`config.mk`:
```
export PLATFORM = sky130hd
export DESIGN_NAME = cpu_muldiv_seq
export DESIGN_NICKNAME = d
export VERILOG_FILES = /design/src/rtl/cpu_muldiv_seq.sv
export SDC_FILE = /design/constraint.sdc
export NUM_CORES = 1
export LEC_CHECK = 0
export ABC_AREA = 1
export BUFFER_PORTS_ARGS = -buffer_cell sky130_fd_sc_hd__buf_2
export CAP_MARGIN = 20
export CORE_MARGIN = 4
export CORE_UTILIZATION = 55
export DETAILED_ROUTE_END_ITERATION = 7
export PLACE_DENSITY = 0.74
export SKIP_CTS_REPAIR_TIMING = 1
export SYNTH_ARGS = -nofsm -noshare
export SYNTH_HDL_FRONTEND = slang
export SYNTH_SLANG_ARGS = --single-unit
```
`constraint.sdc`:
```
create_clock -name clk -period 6.7 [get_ports clk]
set_clock_uncertainty 0.2 [all_clocks]
set_input_delay 1.005 -clock clk [delete_from_list [all_inputs] [get_ports clk]]
set_output_delay 1.005 -clock clk [all_outputs]
set_load 0.01 [all_outputs]
```
`src/rtl/cpu_muldiv_seq.sv`:
```
// cpu_muldiv_seq: iterative multiply/divide sequencer beside the execute-stage ALU.
// Accepts a multi-cycle op in stage 2a, stalls stages 0a-2a while iterating one
// bit per cycle, then presents a one-cycle result pulse for the 3a register.
//
// state | meaning
// IDLE  | waiting for md__req_2a; stall follows the request combinationally
// RUN   | one shift-add / restoring-subtract step per cycle, count down to 1
// DONE  | md__valid pulse with result; always returns to IDLE
//
// Ports:
//   clk, rst_b        clock, synchronous active-low reset
//   md__req_2a        multi-cycle op present in stage 2a
//   md__op_2a         00 MULLO, 01 MULHU, 10 DIVU, 11 REMU
//   md__left_2a       multiplicand / dividend
//   md__right_2a      multiplier / divisor
//   kill_4a           abort any in-flight op
//   md__stall_2a      hold stages 0a-2a
//   md__valid         one-cycle result strobe
//   md__out           result (holds last value outside DONE)
//   md__busy          sequencer not idle
module cpu_muldiv_seq #(
  parameter int XLEN = 32
) (
  input  logic            clk,
  input  logic            rst_b,
  input  logic            md__req_2a,
  input  logic [1:0]      md__op_2a,
  input  logic [XLEN-1:0] md__left_2a,
  input  logic [XLEN-1:0] md__right_2a,
  input  logic            kill_4a,
  output logic            md__stall_2a,
  output logic            md__valid,
  output logic [XLEN-1:0] md__out,
  output logic            md__busy
);

  localparam int CW = $clog2(XLEN) + 1;

  localparam logic [1:0] S_IDLE = 2'd0;
  localparam logic [1:0] S_RUN  = 2'd1;
  localparam logic [1:0] S_DONE = 2'd2;

  logic [1:0]      state_q, state_d;
  logic [CW-1:0]   count_q, count_d;
  logic [1:0]      op_q, op_d;
  logic [XLEN-1:0] b_q, b_d;     // multiplicand or divisor
  logic [XLEN-1:0] hi_q, hi_d;   // product high half or partial remainder
  logic [XLEN-1:0] lo_q, lo_d;   // multiplier/product low half or dividend/quotient
  logic [XLEN-1:0] out_q, out_d;

  logic            accept;
  logic [XLEN:0]   mul_sum;
  logic [XLEN-1:0] mul_hi_n, mul_lo_n;
  logic [XLEN:0]   rem_shift, rem_sub;
  logic            rem_ge;
  logic [XLEN-1:0] div_hi_n, div_lo_n;

  assign accept = md__req_2a & ~kill_4a;

  // Shift-add step: carry out of the add lands in the top bit of hi after the shift.
  assign mul_sum  = {1'b0, hi_q} + {1'b0, (lo_q[0] ? b_q : '0)};
  assign mul_hi_n = mul_sum[XLEN:1];
  assign mul_lo_n = {mul_sum[0], lo_q[XLEN-1:1]};

  // Restoring divide step: dividend bits enter the remainder from the top of lo,
  // quotient bits fill lo from the bottom.
  assign rem_shift = {hi_q, lo_q[XLEN-1]};
  assign rem_sub   = rem_shift - {1'b0, b_q};
  assign rem_ge    = (rem_shift >= {1'b0, b_q});
  assign div_hi_n  = rem_ge ? rem_sub[XLEN-1:0] : rem_shift[XLEN-1:0];
  assign div_lo_n  = {lo_q[XLEN-2:0], rem_ge};

  always_comb begin
    state_d = state_q;
    count_d = count_q;
    op_d    = op_q;
    b_d     = b_q;
    hi_d    = hi_q;
    lo_d    = lo_q;
    out_d   = out_q;
    case (state_q)
      S_IDLE: begin
        if (accept) begin
          op_d    = md__op_2a;
          count_d = CW'(XLEN);
          hi_d    = '0;
          if (md__op_2a[1]) begin
            b_d  = md__right_2a;
            lo_d = md__left_2a;
          end else begin
            b_d  = md__left_2a;
            lo_d = md__right_2a;
          end
          if (md__op_2a[1] && (md__right_2a == '0)) begin
            state_d = S_DONE;
            out_d   = md__op_2a[0] ? md__left_2a : '1;
          end else begin
            state_d = S_RUN;
          end
        end
      end
      S_RUN: begin
        if (kill_4a) begin
          state_d = S_IDLE;
        end else begin
          count_d = count_q - CW'(1);
          hi_d    = op_q[1] ? div_hi_n : mul_hi_n;
          lo_d    = op_q[1] ? div_lo_n : mul_lo_n;
          if (count_q == CW'(1)) begin
            state_d = S_DONE;
            case (op_q)
              2'b00:   out_d = mul_lo_n;
              2'b01:   out_d = mul_hi_n;
              2'b10:   out_d = div_lo_n;
              default: out_d = div_hi_n;
            endcase
          end
        end
      end
      S_DONE:  state_d = S_IDLE;
      default: state_d = S_IDLE;
    endcase
  end

  always_ff @(posedge clk) begin
    if (!rst_b) begin
      state_q <= S_IDLE;
      count_q <= '0;
      op_q    <= '0;
      b_q     <= '0;
      hi_q    <= '0;
      lo_q    <= '0;
      out_q   <= '0;
    end else begin
      state_q <= state_d;
      count_q <= count_d;
      op_q    <= op_d;
      b_q     <= b_d;
      hi_q    <= hi_d;
      lo_q    <= lo_d;
      out_q   <= out_d;
    end
  end

  assign md__valid    = (state_q == S_DONE);
  assign md__busy     = (state_q != S_IDLE);
  assign md__stall_2a = (state_q == S_RUN) | ((state_q == S_IDLE) & accept);
  assign md__out      = out_q;

endmodule
```
==> run_results.csv, run 1 <==
group,metric,value,unit
outcome,status,"completed",
cts,clkLatencyLatePin,0.44,ns
sta,worstMarginPinSlew,1.05,ns
power_and_ir_drop,leakage,7.69,nW
sta,fmax,252,MHz
drt,post-route-drc-count,0,
cts,root_buffer,"clkbuf_16",
drt,top_layer,"met4",
cells_and_area,drive_above_1_share,0.0782,
placement,io_buffer_count,104,
sta,finalCritPeriodShare,0.593,
power_and_ir_drop,p_per_area,193,nW/µm²
drt,antenna_left,0,
synthesis,ys_types,45,
setup_path,reg2reg_depth,12,
cells_and_area,nFillCells,2450,
setup_path,reg2reg_to,"count_q[5]",
drt,via_per_inst,5.68,
setup_path,reg2reg_from,"state_q[1]",
floorplanning,dieHeight,162,µm
global_route,gr-total-overflow,0,
sta,maxSlewViolCount,0,
global_route,grt_pass1_vias,14100,
drt,wl_per_cell,18.2,µm
cells_and_area,final_nets,2505,
floorplanning,core_area,23400,µm²
setup_path,path_buf_inv,6,
drt,wl_met3,5470,µm
sta,setup_viol,0,
setup_path,crit_required,6.78,ns
synthesis,yosysTopAreaCell,"nand2_1",
sta,holdWs,0.268,ns
setup_path,worst-r2r-setup-slack,2.98,ns
synthesis,synthCells,2332,
cells_and_area,final_util,0.610,
min_path,hp-start,"md__out[7]",
drt,drt-total-wl,49200,µm
cts,htreeDepth,4,
floorplanning,fp-row-count,56,
global_route,grt_pass1_wl,77100,µm
drt,drt_iter0_drc,1972,
drt,vias,15300,
global_route,antenna_found_initial,0,
sta,finalSetupTns,0,ns
sta,rsz0062_at_grt,"false",
sta,hold_viol,0,
synthesis,yosys_register_bits,138,
min_path,worstHoldEndpoint,"md__out[7]",
min_path,hp-class,"reg2reg",
synthesis,synth_common_cells,"nand2_1 (846), inv_1 (340), a21oi_1 (165), nand3_1 (146), nor2_1 (146)",
cts,cts_made_buffers,17,
synthesis,syn-num-nets,2470,
floorplanning,fp.dieArea,26200,µm²
drt,firstDrtPassIters,5,
synthesis,synth-edff-count,0,
sta,period_needed,3.98,ns
cells_and_area,syn_to_final_growth,9.55,%
synthesis,synth_ff_type,"dfxtp_1",
power_and_ir_drop,ir_drop,0.000165,V
synthesis,yosys_warnings,0,
setup_path,critPathKind,"in2reg",
setup_path,slowest_delay,0.84,ns
synthesis,yosys.area.top_type_share,0.243,
cts,cts_tree,"yes",
sta,setup_slack,2.72,ns
synthesis,mappedNetlistArea,13000,µm²
placement,hpwlAfterDp,37300,µm
drt,wl_met1,21300,µm
cells_and_area,diodes,0,
floorplanning,die_w,162,µm
cts,clock_path_buffers,2,
floorplanning,io_pins,105,
drt,dr_wl_met2,21000,µm
min_path,hold_depth,2,
synthesis,yosysMostFrequentCell,"nand2_1",
synthesis,synthArstFlopShare,0,
job,cap_violations,0,
sta,maxSlewHeadroom,0.296,
placement,dp_slack,2.36,ns
floorplanning,initial_core_util,0.557,
global_route,grt_util_all_layers,0.371,
cts,clkTransAtPathRegs,0.07,ns
setup_path,slowest_stage,"inv_2",
synthesis,synth_seq_area_share,0.212,
synthesis,synth_area_leaders,"nand2_1 (24%), dfxtp_1 (21%), inv_1 (9.8%), a21oi_1 (6.3%), ha_1 (6.3%)",
setup_path,cp-start-kind,"input port",
global_route,grt_max_degree,70,
cts,cts.sinks,138,
setup_path,crit_fanout,65,
setup_path,critPathTopFamily,"buffers and inverters",
synthesis,syn_avg_cell_area,5.59,µm²
setup_path,crit_chain,"buf_2 > nor2_1 > nand2_1 > inv_2 > nor2_4 > buf_4 > inv_1 > buf_4 > nand3_1 > inv_1 > nand2_1 > o21ai_0 > a31oi_1",
setup_path,cp-end-kind,"flop",
placement,gp_congestion,1.06,
setup_path,cp.arrival,4.05,ns
[report_power, final]
part	internal (W)	leakage (nW)	switching (W)
logic	0.000239	6.25	0.000561
clock network	0.000572	0.306	0.000457
registers	0.000871	1.13	0.0000625
[worst reg2reg max path: stages (launching register included)]
cell	delay, ns
dfxtp_1	0.34
nor2_1	0.21
nand2_1	0.33
inv_2	0.85
nor2_4	0.08
buf_4	0.37
inv_1	0.22
buf_4	0.36
nand3_1	0.17
inv_1	0.10
nand2_1	0.07
o21ai_0	0.18
a31oi_1	0.10
[flip-flops by register name (all words and copies together) (netlist names)]
name and count:
count_q 6, hi_q 32, lo_q 32, op_q 2, md__out 32, state_q 2, b_q 32
[metrics by stage]
step                power, W  cell area (µm²)  std cells
floorplan            0.00147            13000       2332
global placement     0.00172            13700       2667
detailed placement   0.00172            13700       2667
CTS                  0.00274            14300       2699
global route         0.00289            14300       2699
finish               0.00276            14300       2699
[worst max path at each step]
| stage | from | end | slack (ns) | cells after the start |
|---|---|---|---|---|
| global placement | kill_4a | count_q[4] | 2.51 | 12 |
| floorplan | md__req_2a | md__stall_2a | 3.94 | 5 |
| CTS | kill_4a | count_q[5] | 2.79 | 13 |
| global route | kill_4a | count_q[4] | 2.47 | 12 |
| finish | kill_4a | count_q[5] | 2.72 | 13 |
| detailed placement | kill_4a | count_q[5] | 2.36 | 13 |
[per-layer routing]
layer,track usage,vias up
li1,-,7485
met1,0.524,6898
met2,0.574,837
met3,0.0766,103
met4,0.107,0
met5,0,-
[cell families (layout without fill, tap and decap cells)]
kind of cell	Yosys count	count (layout)	synth area share
XOR/XNOR	36	36	0.0242
multiplexers	1	1	0.000768
flip-flops	138	138	0.212
AO/OA/AOI/OAI	422	422	0.183
adder cells (fa/ha/maj)	68	68	0.0664
AND/OR/NAND/NOR	1220	1220	0.381
buffers and inverters	447	495	0.132
[placed cells by master, fill, tap and decap left out, types with 8 or more instances in the layout]
cell type and count:
a211oi_1 21, a21oi_1 165, a31oi_1 49, buf_2 104, buf_4 15, clkbuf_16 17
dfxtp_1 136, ha_1 66, inv_1 338, nand2_1 846, nand3_1 145, nor2_1 144
nor3_1 32, nor4_1 8, o211ai_1 24, o21ai_0 125, o21bai_1 21, or2_2 16
xor2_1 36
[area by class of cell]
| type | instances | area, µm² | share of cell area |
|---|---|---|---|
| Sequential cell | 138 | 2770 | 0.194 |
| Multi-Input combinational cell | 1747 | 8570 | 0.600 |
| Clock inverter | 15 | 199 | 0.0139 |
| Tap cell | 319 | 399 | 0.0279 |
| Inverter | 344 | 1290 | 0.0904 |
| Clock buffer | 17 | 425 | 0.0298 |
| Timing Repair Buffer | 119 | 633 | 0.0443 |
Note: power is estimated with default switching activity, not from simulation.
==> run 2: changes to the inputs <==
==> constraint.sdc (replaced) <==
create_clock -name clk -period 3.95 [get_ports clk]
set_clock_uncertainty 0.2 [all_clocks]
set_input_delay 0.5925 -clock clk [delete_from_list [all_inputs] [get_ports clk]]
set_output_delay 0.5925 -clock clk [all_outputs]
set_load 0.01 [all_outputs]
==> run 2 against run 1 <==
  * Setup slack worse by 2.1 ns
  * First-iteration DRC count is 11% higher
  * Register-to-register slack got worse by 2.4 ns
  * Via count increased by 1.9%
  * Final cell count rose by 0.33%
  * Largest cell class unchanged
  * Highest routed layer unchanged
==> run_results.csv, run 2 (synthesis gave the netlist of run 1 again) <==
group,metric,value,unit
outcome,status,"completed",
floorplanning,die_w,162,µm
cts,clkLatencyLatePin,0.44,ns
power_and_ir_drop,p_per_area,331,nW/µm²
setup_path,critPathKind,"reg2reg",
setup_path,worst_path_most_repeated_cell,"nand3_1",
setup_path,cp-startpoint,"lo_q[31]",
setup_path,endpoint,"hi_q[24]",
cells_and_area,syn_to_final_growth,10.1,%
job,cap_violations,0,
drt,drt-total-wl,52400,µm
sta,fmax,299,MHz
min_path,hp-class,"in2reg",
global_route,grt_max_degree,69,
floorplanning,core_area,23400,µm²
cts,cts.sinks,138,
drt,antenna_left,0,
sta,period_needed,3.34,ns
floorplanning,initial_core_util,0.557,
cts,cts_tree,"yes",
cts,clock_path_buffers,2,
placement,gp_congestion,1.04,
floorplanning,dieHeight,162,µm
global_route,grt_pass1_wl,79000,µm
drt,firstDrtPassIters,6,
cts,clkTransAtPathRegs,0.07,ns
cells_and_area,final_nets,2514,
setup_path,reg2reg_to,"hi_q[24]",
cts,root_buffer,"clkbuf_16",
cts,htreeDepth,4,
drt,post-route-drc-count,0,
floorplanning,fp-row-count,56,
drt,drt_iter0_drc,2192,
setup_path,worst-r2r-setup-slack,0.61,ns
drt,vias,15600,
power_and_ir_drop,ir_drop,0.000287,V
setup_path,cp-start-kind,"flop",
floorplanning,fp.dieArea,26200,µm²
power_and_ir_drop,leakage,7.72,nW
sta,maxSlewHeadroom,0.260,
sta,maxSlewViolCount,0,
cells_and_area,final_common_cell,"nand2_1",
setup_path,reg2reg_depth,15,
cts,cts_made_buffers,17,
setup_path,cp.arrival,3.51,ns
sta,hold_viol,0,
drt,wl_per_cell,19.3,µm
global_route,grt_util_all_layers,0.386,
cells_and_area,diodes,0,
setup_path,crit_required,4.12,ns
cells_and_area,regArea,2760,µm²
setup_path,slowest_delay,0.45,ns
sta,finalSetupTns,0,ns
cells_and_area,nFillCells,2422,
global_route,gr-total-overflow,0,
cells_and_area,multi_input_area,8570,µm²
placement,io_buffer_count,104,
setup_path,crit_chain,"inv_1 > ha_1 > inv_1 > fa_1 > nand3_1 > nand3_1 > nand2_1 > nand3_1 > nand2_1 > nand3_1 > xor2_1 > nand2_1 > nand3_1 > nand2_1 > a21oi_1",
sta,setup_viol,0,
sta,finalCritPeriodShare,0.846,
cells_and_area,final_util,0.613,
global_route,antenna_found_initial,0,
setup_path,reg2reg_from,"lo_q[31]",
setup_path,slowest_stage,"fa_1",
sta,worstMarginPinSlew,1.11,ns
cells_and_area,drive_above_1_share,0.0812,
floorplanning,io_pins,105,
sta,rsz0062_at_grt,"false",
setup_path,crit_fanout,4,
cells_and_area,final_cell_mix,"nand2_1 (846), inv_1 (338), a21oi_1 (165)",
drt,via_per_inst,5.77,
placement,hpwlAfterDp,40500,µm
setup_path,cp-end-kind,"flop",
global_route,grt_pass1_vias,14100,
run 2: area by class of cell:
cell class                      count  share of cell area
Timing Repair Buffer              128              0.0488
Multi-Input combinational cell   1747               0.597
Inverter                          344              0.0900
Clock inverter                     15              0.0139
Tap cell                          319              0.0278
Clock buffer                       17              0.0296
Sequential cell                   138               0.193
run 2: through the flow:
stage | setup WS (ns) | instance area, µm² | std cells | total power, W | hold slack [ns]
floorplan | 1.44 | 13000 | 2332 | 0.00250 | 0.245
global placement | 0.768 | 13700 | 2676 | 0.00294 | 0.253
detailed placement | 0.813 | 13700 | 2676 | 0.00295 | 0.256
CTS | 0.788 | 14400 | 2708 | 0.00468 | 0.234
global route | 0.505 | 14400 | 2708 | 0.00493 | 0.243
finish | 0.609 | 14400 | 2708 | 0.00475 | 0.234
run 2: critical path: cells and delay by family (launching register included):
| family | cells | cell delay, ns |
|---|---|---|
| AOI/OAI and AO/OA | 1 | 0.12 |
| xor gates and xnor gates | 1 | 0.35 |
| adders and majority gates | 2 | 0.74 |
| buffers and inverters | 2 | 0.34 |
| DFF | 1 | 0.35 |
| and+or+nand+nor | 9 | 1.15 |
run 2: worst min path at each step:
stage / start / end / slack, ns / cells past startpoint
after CTS: md__left_2a[0] / b_q[0] / 0.23 / 3
after floorplan: lo_q[12] / lo_q[12] / 0.25 / 2
after global routing: md__left_2a[1] / b_q[1] / 0.24 / 3
after detailed placement: md__out[5] / md__out[5] / 0.26 / 2
final: md__left_2a[0] / b_q[0] / 0.23 / 3
after global placement: md__out[10] / md__out[10] / 0.25 / 2
run 2: layer usage:
layer  wire length, µm  global-route usage  up-vias
met3              7370               0.116      106
li1                  -                   -     7521
met1             22100               0.551     6889
met5                 0                   0        -
met4              1380              0.0996        0
met2             21600               0.568     1104
run 2: where the power goes:
part / switching [W] / internal [W] / total (W) / leakage [nW]
Clock: 0.000785 / 0.000971 / 0.00176 / 0.300
Combinational: 0.00101 / 0.000416 / 0.00143 / 6.30
Sequential: 0.0000887 / 0.00148 / 0.00157 / 1.13
